$ cat src/rtl/cdc_fifo_pkg.sv
// Shared types and constants for the CDC FIFO read-side blocks.
// Used by cdc_fifo_read_port, which has the optional macro CDC_FIFO_READ_PORT_FLUSH_EN.
package cdc_fifo_pkg;

  localparam int DEFAULT_BUFFER_DEPTH = 2;
  localparam int READ_LATENCY = 1;

  typedef logic [$clog2(DEFAULT_BUFFER_DEPTH+1)-1:0] occupancy_t;

  typedef enum logic [1:0] {
    RP_EMPTY,
    RP_PARTIAL,
    RP_FULL
  } read_port_state_e;

  function automatic read_port_state_e occupancy_state(input int occupancy, input int depth);
    if (occupancy == 0) return RP_EMPTY;
    if (occupancy >= depth) return RP_FULL;
    return RP_PARTIAL;
  endfunction

endpackage

$ cat src/rtl/cdc_fifo_prefetch_buffer.sv
// Small register-array FIFO that holds words returned by storage until the consumer takes them.
// The head entry is presented directly so the output is a plain register with no path from pop.
module cdc_fifo_prefetch_buffer #(
  parameter int DATA_WIDTH = 8,
  parameter int DEPTH      = 2,
  localparam int OCC_W     = $clog2(DEPTH + 1),
  localparam int PTR_W     = (DEPTH > 1) ? $clog2(DEPTH) : 1
) (
  input  logic                  clock,
  input  logic                  reset,
  input  logic                  clear,
  input  logic                  push,
  input  logic [DATA_WIDTH-1:0] push_data,
  input  logic                  pop,
  output logic [DATA_WIDTH-1:0] head_data,
  output logic [OCC_W-1:0]      occupancy
);

  logic [DATA_WIDTH-1:0] entries [DEPTH];
  logic [PTR_W-1:0]      head;
  logic [PTR_W-1:0]      tail;

  function automatic logic [PTR_W-1:0] next_ptr(input logic [PTR_W-1:0] ptr);
    if (ptr == PTR_W'(DEPTH - 1)) return '0;
    return ptr + 1'b1;
  endfunction

  always_ff @(posedge clock or posedge reset) begin
    if (reset) begin
      for (int i = 0; i < DEPTH; i++) entries[i] <= '0;
      head      <= '0;
      tail      <= '0;
      occupancy <= '0;
    end else if (clear) begin
      // Contents are left in place; only the bookkeeping is discarded.
      head      <= '0;
      tail      <= '0;
      occupancy <= '0;
    end else begin
      if (push) begin
        entries[tail] <= push_data;
        tail          <= next_ptr(tail);
      end
      if (pop) head <= next_ptr(head);
      occupancy <= occupancy + OCC_W'(push) - OCC_W'(pop);
    end
  end

  assign head_data = entries[head];

endmodule

$ cat src/rtl/cdc_fifo_read_port.sv
// Read-side output stage of the CDC FIFO: issues storage reads and presents a registered valid/ready stream.
// Optional macro CDC_FIFO_READ_PORT_FLUSH_EN adds a synchronous flush input.
module cdc_fifo_read_port
  import cdc_fifo_pkg::*;
#(
  parameter int DATA_WIDTH   = 8,
  parameter int BUFFER_DEPTH = 2
) (
  input  logic                  clock,
  input  logic                  reset,
  input  logic                  empty,
  output logic                  increment,
  output logic                  mem_read_enable,
  input  logic [DATA_WIDTH-1:0] mem_read_data,
  output logic [DATA_WIDTH-1:0] out_data,
  output logic                  out_valid,
  input  logic                  out_ready
`ifdef CDC_FIFO_READ_PORT_FLUSH_EN
  ,
  input  logic                  flush
`endif
);

  localparam int OCC_W = $clog2(BUFFER_DEPTH + 1);

  generate
    if (BUFFER_DEPTH < 2) begin : g_depth_check
      $error("cdc_fifo_read_port: BUFFER_DEPTH must be at least 2");
    end
  endgenerate

  logic             inflight;
  logic             fetch;
  logic             pop;
  logic             flush_now;
  logic [OCC_W-1:0] occupancy;
  read_port_state_e state;

`ifdef CDC_FIFO_READ_PORT_FLUSH_EN
  assign flush_now = flush;
`else
  assign flush_now = 1'b0;
`endif

  assign pop   = out_valid & out_ready;
  // A full buffer may still fetch when a pop frees a slot at the same edge the new word is requested.
  assign fetch = !empty && !reset && !flush_now &&
                 (((int'(occupancy) + int'(inflight)) < BUFFER_DEPTH) || pop);

  assign increment       = fetch;
  assign mem_read_enable = fetch;

  always_ff @(posedge clock or posedge reset) begin
    if (reset)          inflight <= 1'b0;
    else if (flush_now) inflight <= 1'b0;
    else                inflight <= fetch;
  end

  cdc_fifo_prefetch_buffer #(
    .DATA_WIDTH(DATA_WIDTH),
    .DEPTH     (BUFFER_DEPTH)
  ) u_buffer (
    .clock    (clock),
    .reset    (reset),
    .clear    (flush_now),
    .push     (inflight),
    .push_data(mem_read_data),
    .pop      (pop),
    .head_data(out_data),
    .occupancy(occupancy)
  );

  assign out_valid = (occupancy != '0);
  assign state     = occupancy_state(int'(occupancy), BUFFER_DEPTH);

  a_no_overcommit: assert property (@(posedge clock) disable iff (reset)
    (int'(occupancy) + int'(inflight)) <= BUFFER_DEPTH);

  a_full_needs_pop: assert property (@(posedge clock) disable iff (reset)
    (state == RP_FULL && !pop) |-> !fetch);

endmodule

$ cat config.mk
export PLATFORM = sky130hd
export DESIGN_NAME = cdc_fifo_read_port
export DESIGN_NICKNAME = d
export VERILOG_FILES = /design/src/rtl/cdc_fifo_pkg.sv /design/src/rtl/cdc_fifo_prefetch_buffer.sv /design/src/rtl/cdc_fifo_read_port.sv
export SDC_FILE = /design/constraint.sdc
export NUM_CORES = 1
export LEC_CHECK = 0
export CAP_MARGIN = 15
export CORE_MARGIN = 1.5
export CORE_UTILIZATION = 45
export CTS_CLUSTER_SIZE = 30
export DETAILED_ROUTE_END_ITERATION = 7
export PLACE_DENSITY = 0.73
export REMOVE_ABC_BUFFERS = 1
export SLEW_MARGIN = 20
export SYNTH_ARGS = -nofsm -noshare
export SYNTH_HDL_FRONTEND = slang
export SYNTH_HIERARCHICAL = 1
export SYNTH_SLANG_ARGS = --single-unit
$ cat constraint.sdc
create_clock -name clock -period 3.1 [get_ports clock]
set_input_delay 0.62 -clock clock [delete_from_list [all_inputs] [get_ports clock]]
set_output_delay 0.62 -clock clock [all_outputs]
set_load 0.02 [all_outputs]
Word level (Yosys, flattened, before mapping)
Index checks and enable logic that the tools add are counted.

word-level totals
  register bits after elaboration = 21
  input port bits = 12
  output and inout port bits = 11
  word-level logic and storage cells = 39

cells by class
  add/sub/neg operators = 5
  reduce and logical (&&, ||, !) cells = 7
  bitwise logic cells = 3
  muxes and demuxes = 14
  magnitude comparators = 4

operator list
  kind                                                 count
  two-way mux 8 bit                                    4
  bitwise mux 16 bit                                   1
  demux 8 bit (select 1 bit)                           1
  two-way mux 1 bit                                    8
  >= comparator 2 bit (second input constant)          2
  inverter 1 -> 2 bit                                  2
  adder 2 x 1 -> 3 bit                                 1
  logical AND 1 bit                                    3
  < comparator 3 x 2 -> 1 bit (second input constant)  1
  adder 1 bit (second input constant)                  2
  adder 2 x 1 -> 2 bit                                 1
  logical NOT 1 bit                                    2
  < comparator 2 x 1 -> 1 bit (second input constant)  1
  nonzero test 2 bit                                   1
  subtractor 2 x 1 -> 2 bit                            1
  bitwise AND 1 bit                                    1
  logical OR 1 bit                                     1

Longest topological paths before layout
Gate-level depths: netlist of the first run.

  word-level depth = 6
  depth in mapped cells = 7
  gate-level depth less buffers = 7

By module
Netlist of the first run, hierarchy kept.

modules (own cells, without submodules)
  module                    cells each  seq. area each (um^2)  area an instance (um^2)  times used
  cdc_fifo_prefetch_buffer  59          500.5                  899.6                    1
  cdc_fifo_read_port        9           25.0                   73.8                     1

Worst setup path before layout of the first run
No wires, ideal clock.

  kind = input port to output port
  start = in reset
  end = out mem_read_enable
  cell stages on the path = 3
  data required time = 2,480 ps
  path slack = 1,338 ps
  buffers on the path = 1
  arrival = 1,142 ps
  cells stage by stage = nor2_1 -> o21a_1 -> buf_4

between the ends
  cells in the longest elaborated chain, start to end = 3

ends and longest elaborated chain
  item                            RTL line                  text
  start: declaration              cdc_fifo_read_port.sv:10  input logic reset,
  logical NOT 1 bit (no line)     -
  logical AND 1 bit (2 in a row)  cdc_fifo_read_port.sv:47  assign fetch = !empty && !reset && !flush_now &&
  end: declaration                cdc_fifo_read_port.sv:13  output logic mem_read_enable,

Every way passes these cells.

Final worst setup path of the first run
Ends and elaborated chain as after synthesis.

==> metrics, run 1 <==
outcome completed; Via Count 576; P_sw approximately 0.35 mW; Comb pwr share 47.6%; RSZ-0062 raised after global routing false; grt total ovfl 0; n_diodes 0; final hold viol count 0; CP required 2.48 ns; initial DRC count 0; maximum root-to-sink buffer count 2; Routed met2 length 815 µm; DR DRC count 0; Worst Path Max Fanout 3; clock group share of total power a little under an eighth; IR drop worst, VDD 489.2 µV; port bufs 22; Worst setup SP type input port; root buffer cell clkbuf_4; # clock sinks 21; CTS tree built; max_cap viols 0; Arr. time, crit path 1.95 ns; fmax between 0.3 and 0.4 GHz; Synth Area per Inst roughly 14 µm²; first-pass GRT wire length ~2700 µm; Power Density 877.1 nW/µm²; element type at the critical path end primary output; met3 wire len between 60 and 70 µm; post-synthesis register bit count 21; largest net degree at the start of global routing 21; TritonCTS Buffers 3; Rel. slew slack between 50% and 60%; Final TNS setup 0 ns; row cnt 16; wl on met1 670 µm; post-synth design cell area 973.4 µm²; Post-CTS Setup Bufs 0; CTS H-tree depth 1; share of layout cells above drive strength 1 31.96%; Core Region 2002 µm²; initial antenna violation count 0; vias in the first global route 647; Synth Warn # 6; Post-DRT Antenna Nets 0; Clock transition at path regs 0.11 ns; cts hold-fix bufs 0; HPWL Detailed 1135 µm; area of the multi-input gates 439.2 µm²; Tcrit/Tclk final between 80% and 90%; Setup-failing EPs final 0; Seq/Total Area, Yosys 53.98%; GP Congestion 0.6418; Worst-Margin Slew roughly 0.75 ns; iteration count of the initial detailed-routing pass 1; Sequential Power Share about two fifths; GRT Total Usage 15.22%; critical path type in2out; clock skew 0.003816 ns; die height 49.51 µm; Layout Utilization a little over three fifths; synthesis-to-layout area growth 29.43%; post-route cell area 1260 µm²; Post-Layout Cell Count 124; clock latency at the later pin of the worst-skew pair 0.29 ns; Placed Cells 120; Reg2Reg Setup Slack about 1.3 ns; DRT Wirelength around 1600 µm; Register Area 525.5 µm²; distinct cell type count after synthesis 17; Starting Density 48.63%; post-CTS sizing 0; Avg WL per Cell 12.59 µm; Switching Fraction 31.90%; Hold Path Class in2async; reg-to-reg endpoint u_buffer/occupancy[1]$_DFF_PP0_; Int Power between 0.7 and 0.8 mW; clock period minus worst slack about 2.6 ns; die area 2451 µm²; Fillers about 170; Die X 49.51 µm; Cell Area, Placed 1234 µm²; # IOs 23; fin. max-slew vios 0; Top Layer Used met4; Lkg Pwr around 0.57 nW; vias per cell 4.645; Nets 112; Reg2Reg Depth 7; R2R Path Start u_buffer/occupancy[1]$_DFF_PP0_; Syn Inst Count 68
==> state kept, by name (all words and copies together), names as in the netlist <==
name                flops
u_buffer/tail           1
u_buffer/occupancy      2
u_buffer/head           1
u_buffer/entries       16
inflight                1
==> cells by family after synthesis <==
| logic type | share of synthesized area [%] |
|---|---|
| buffers and inverters | 2.827 |
| DFF | 53.98 |
| adders and majority gates | 2.570 |
| xor gates and xnor gates | 4.113 |
| muxes | 27.76 |
| AOI/OAI and AO/OA | 1.285 |
| other | 0.3852 |
| and+or+nand+nor | 7.070 |
==> through the flow <==
stage / hold WS (ns) / worst slack [ns] / total power [mW]
after floorplan: 0.3487 / 1.348 / 0.7872
after global placement: 0.4814 / 0.5683 / 0.9749
after detailed placement: 0.4914 / 0.5137 / 0.9916
after CTS: 0.5048 / 0.5086 / 1.118
after global routing: 0.5096 / 0.4218 / 1.188
final: 0.5026 / 0.5259 / 1.105
==> placed cells by master, fill, tap and decap left out <==
cell type	count
nor2_1	4
nand3b_2	1
clkdlybuf4s50_1	22
nor3b_4	1
or2_4	1
conb_1	6
and2_4	1
inv_1	4
xnor2_1	2
dfrtp_1	21
mux2_2	24
ha_1	2
xnor3_1	1
o21a_1	1
clkbuf_1	1
nor2b_1	1
a21oi_1	1
clkbuf_4	3
==> area by class of cell <==
cell class / instances / area share (%)
Inverter: 4 / 1.192
Sequential cell: 21 / 41.71
Clock buffer: 4 / 2.085
Multi-Input combinational cell: 46 / 34.86
Timing Repair Buffer: 22 / 17.48
Tap cell: 27 / 2.681
==> worst max path at each step <==
stage | startpoint | to | slack (ns)
floorplan | u_buffer/occupancy[1]$_DFF_PP0_ | u_buffer/occupancy[1]$_DFF_PP0_ | 1.35
finish | reset | mem_read_enable | 0.53
global placement | reset | increment | 0.57
global route | reset | mem_read_enable | 0.42
CTS | reset | mem_read_enable | 0.51
detailed placement | reset | mem_read_enable | 0.51
==> worst max-delay path: stages <==
cell and delay (ns):
clkdlybuf4s50_1 0.44, nor2_1 0.12, o21a_1 0.16, clkdlybuf4s50_1 0.61
==> power by group through the flow <==
stage	registers [mW]	clock network [mW]	logic, mW
2_1_floorplan	0.435	0	0.353
3_3_place_gp	0.451	0	0.524
3_5_place_dp	0.458	0	0.533
4_1_cts	0.452	0.131	0.536
5_1_grt	0.470	0.148	0.570
6_report	0.451	0.128	0.526
==> synth_stat cells <==
library cell / count / share of area [%]
buf_4: 1 / 0.77
nor3b_4: 1 / 1.9
o21a_1: 1 / 0.77
nor2b_1: 1 / 0.64
buf_2: 1 / 0.51
or2_4: 1 / 0.90
conb_1: 1 / 0.39
a21oi_1: 1 / 0.51
and2_4: 1 / 0.90
xnor3_1: 1 / 2.3
inv_1: 4 / 1.5
nand3b_2: 1 / 1.2
dfrtp_1: 21 / 54
nor2_1: 4 / 1.5
ha_1: 2 / 2.6
mux2_2: 24 / 28
xnor2_1: 2 / 1.8
==> metal layers <==
metal	GRT usage (%)	up-vias
met3	2.727	2
met4	8.333	0
met2	27.70	15
met5	0	-
li1	-	282
met1	16.63	277
Power figures use the tool's default switching activity.
==> inputs of run 2 (changes only) <==
- clock period: 3.1 -> 2.54 ns (I/O delays scaled with it)
==> run 2 against run 1 <==
  * First-iteration DRC count stayed put
  * Clock power is 17% higher
  * Highest routed layer unchanged
  * Largest cell class unchanged
  * Clock skew decreased by 0.0024 ns
  * Critical path type unchanged
  * Largest power group unchanged
  * Cell count unchanged
==> metrics, run 2 (synthesis results as in run 1) <==
vias in the first global route 670 (was 647); HPWL Detailed 1131 µm (was 1135 µm); root buffer cell clkbuf_4 (unchanged); GP Congestion 0.6419 (was 0.6418); Worst setup SP type input port (unchanged); Nets 112 (unchanged); maximum root-to-sink buffer count 2 (unchanged); DR DRC count 0 (unchanged); CTS H-tree depth 1 (unchanged); Die X 49.51 µm (unchanged); synthesis-to-layout area growth 29.43% (unchanged); first-pass GRT wire length 2739 µm (was 2725 µm); Tcrit/Tclk final ~92%; Final TNS setup 0 ns (unchanged); post-CTS sizing 0 (unchanged); highest-count cells in the layout ignoring fill and taps mux2_2, clkdlybuf4s50_1, dfrtp_1 (unchanged); Starting Density 48.63% (unchanged); vias per cell 4.726 (was 4.645); GRT Total Usage 14.50% (was 15.22%); element type at the critical path end primary output (unchanged); grt total ovfl 0 (unchanged); worst path bufs/invs 2 (unchanged); max reg flops 16 (unchanged); largest net degree at the start of global routing 21 (unchanged); DRT Wirelength 1514 µm (was 1561 µm); Clock transition at path regs 0.11 ns (about the same); Slowest-stage cell, CP clkdlybuf4s50_1 (unchanged); die height 49.51 µm (unchanged); Post-CTS Setup Bufs 0 (unchanged); RSZ-0062 raised after global routing false (unchanged); Power Density 1067 nW/µm² (was 877.1 nW/µm²); Worst-Margin Slew 0.7423 ns (was 0.7492 ns); Arr. time, crit path 1.84 ns (was 1.95 ns); Layout Utilization 62.94% (unchanged); IR drop worst, VDD 591.3 µV (was 489.2 µV); fin. max-slew vios 0 (unchanged); # IOs 23 (unchanged); Worst Path Max Fanout 3 (unchanged); iteration count of the initial detailed-routing pass 1 (unchanged); Lkg Pwr 0.5655 nW (unchanged); port bufs 22 (unchanged); Core Region 2002 µm² (unchanged); critical path type in2out (unchanged); Post-DRT Antenna Nets 0 (unchanged); # clock sinks 21 (unchanged); CP top delay family buffers and inverters (unchanged); fmax 0.4267 GHz; crit-path cells clkdlybuf4s50_1 > nor2_1 > o21a_1 > clkdlybuf4s50_1 (unchanged); CP required 2.03 ns (was 2.48 ns); outcome completed (unchanged); initial DRC count 0 (unchanged); commonest non-fill, non-tap cell in the layout mux2_2 (unchanged); cts hold-fix bufs 0 (unchanged); max_cap viols 0 (unchanged); initial antenna violation count 0 (unchanged); clock skew 0.001386 ns (was 0.003816 ns); Rel. slew slack 50.46% (was 50.00%); clock period minus worst slack 2.344 ns; CP most frequent cell clkdlybuf4s50_1 (unchanged); largest registers u_buffer/entries x16, u_buffer/occupancy x2 (unchanged); clock latency at the later pin of the worst-skew pair 0.29 ns (about the same); Hold Path Class in2async (unchanged); final hold viol count 0 (unchanged); share of layout cells above drive strength 1 31.96% (unchanged); CTS tree built (unchanged); Reg2Reg Setup Slack 0.74 ns (was 1.32 ns); Avg WL per Cell 12.21 µm (was 12.59 µm); Setup-failing EPs final 0 (unchanged); CP peak stage delay 0.61 ns (about the same); die area 2451 µm² (unchanged); Via Count 586 (was 576); row cnt 16 (unchanged); TritonCTS Buffers 3 (unchanged); most flop-heavy register u_buffer/entries (unchanged); n_diodes 0 (unchanged)
[run 2: cell counts in the layout (fill, tap and decap cells not counted)]
No cell type changed its count.
[run 2: worst paths after layout]
| check | endpoint | start | cells past startpoint |
|---|---|---|---|
| max | mem_read_enable | reset | 4 |
| min | inflight$_DFF_PP0_ | reset | 2 |
| max reg2reg | u_buffer/occupancy[1]$_DFF_PP0_ | u_buffer/occupancy[1]$_DFF_PP0_ | 7 |
| min reg2reg | u_buffer/entries[3]$_DFFE_PP0P_ | u_buffer/entries[3]$_DFFE_PP0P_ | 1 |
| max in group asynchronous | u_buffer/entries[2]$_DFFE_PP0P_ | reset | 2 |
| min in group clock | u_buffer/entries[3]$_DFFE_PP0P_ | u_buffer/entries[3]$_DFFE_PP0P_ | 1 |
[run 2: power by group]
group	switching (mW)	total, mW	internal (mW)
clock	0.0895	0.150	0.0609
combinational	0.249	0.644	0.396
sequential	0.0877	0.550	0.463
total	0.426	1.34	0.919
[run 2: final cells by class]
cell class	instances	area, µm²
clock buffers	4	26.28
well taps	27	33.78
multi-input cells	46	439.2
inverters	4	15.01
flip-flops and latches	21	525.5
repair buffers	22	220.2
fillers	165	742.0
[run 2: per-stage QoR]
stage	std cells	power [mW]	worst slack [ns]	hold slack, ns	area, µm²
5_1_grt	124	1.446	0.1102	0.3910	1260
3_3_place_gp	120	1.190	0.2323	0.4814	1234
4_1_cts	124	1.363	0.1766	0.3988	1260
6_report	124	1.345	0.1962	0.3995	1260
3_5_place_dp	120	1.209	0.1816	0.4905	1234
2_1_floorplan	71	0.9607	0.7878	0.2367	979.7
[run 2: metal layers]
metal,GRT usage [%],share of wire (%),up-vias
met3,2.727,4.0,2
met4,5.556,0.79,0
met1,16.83,44,286
met2,26.35,51,15
li1,-,-,283
met5,0,0,-
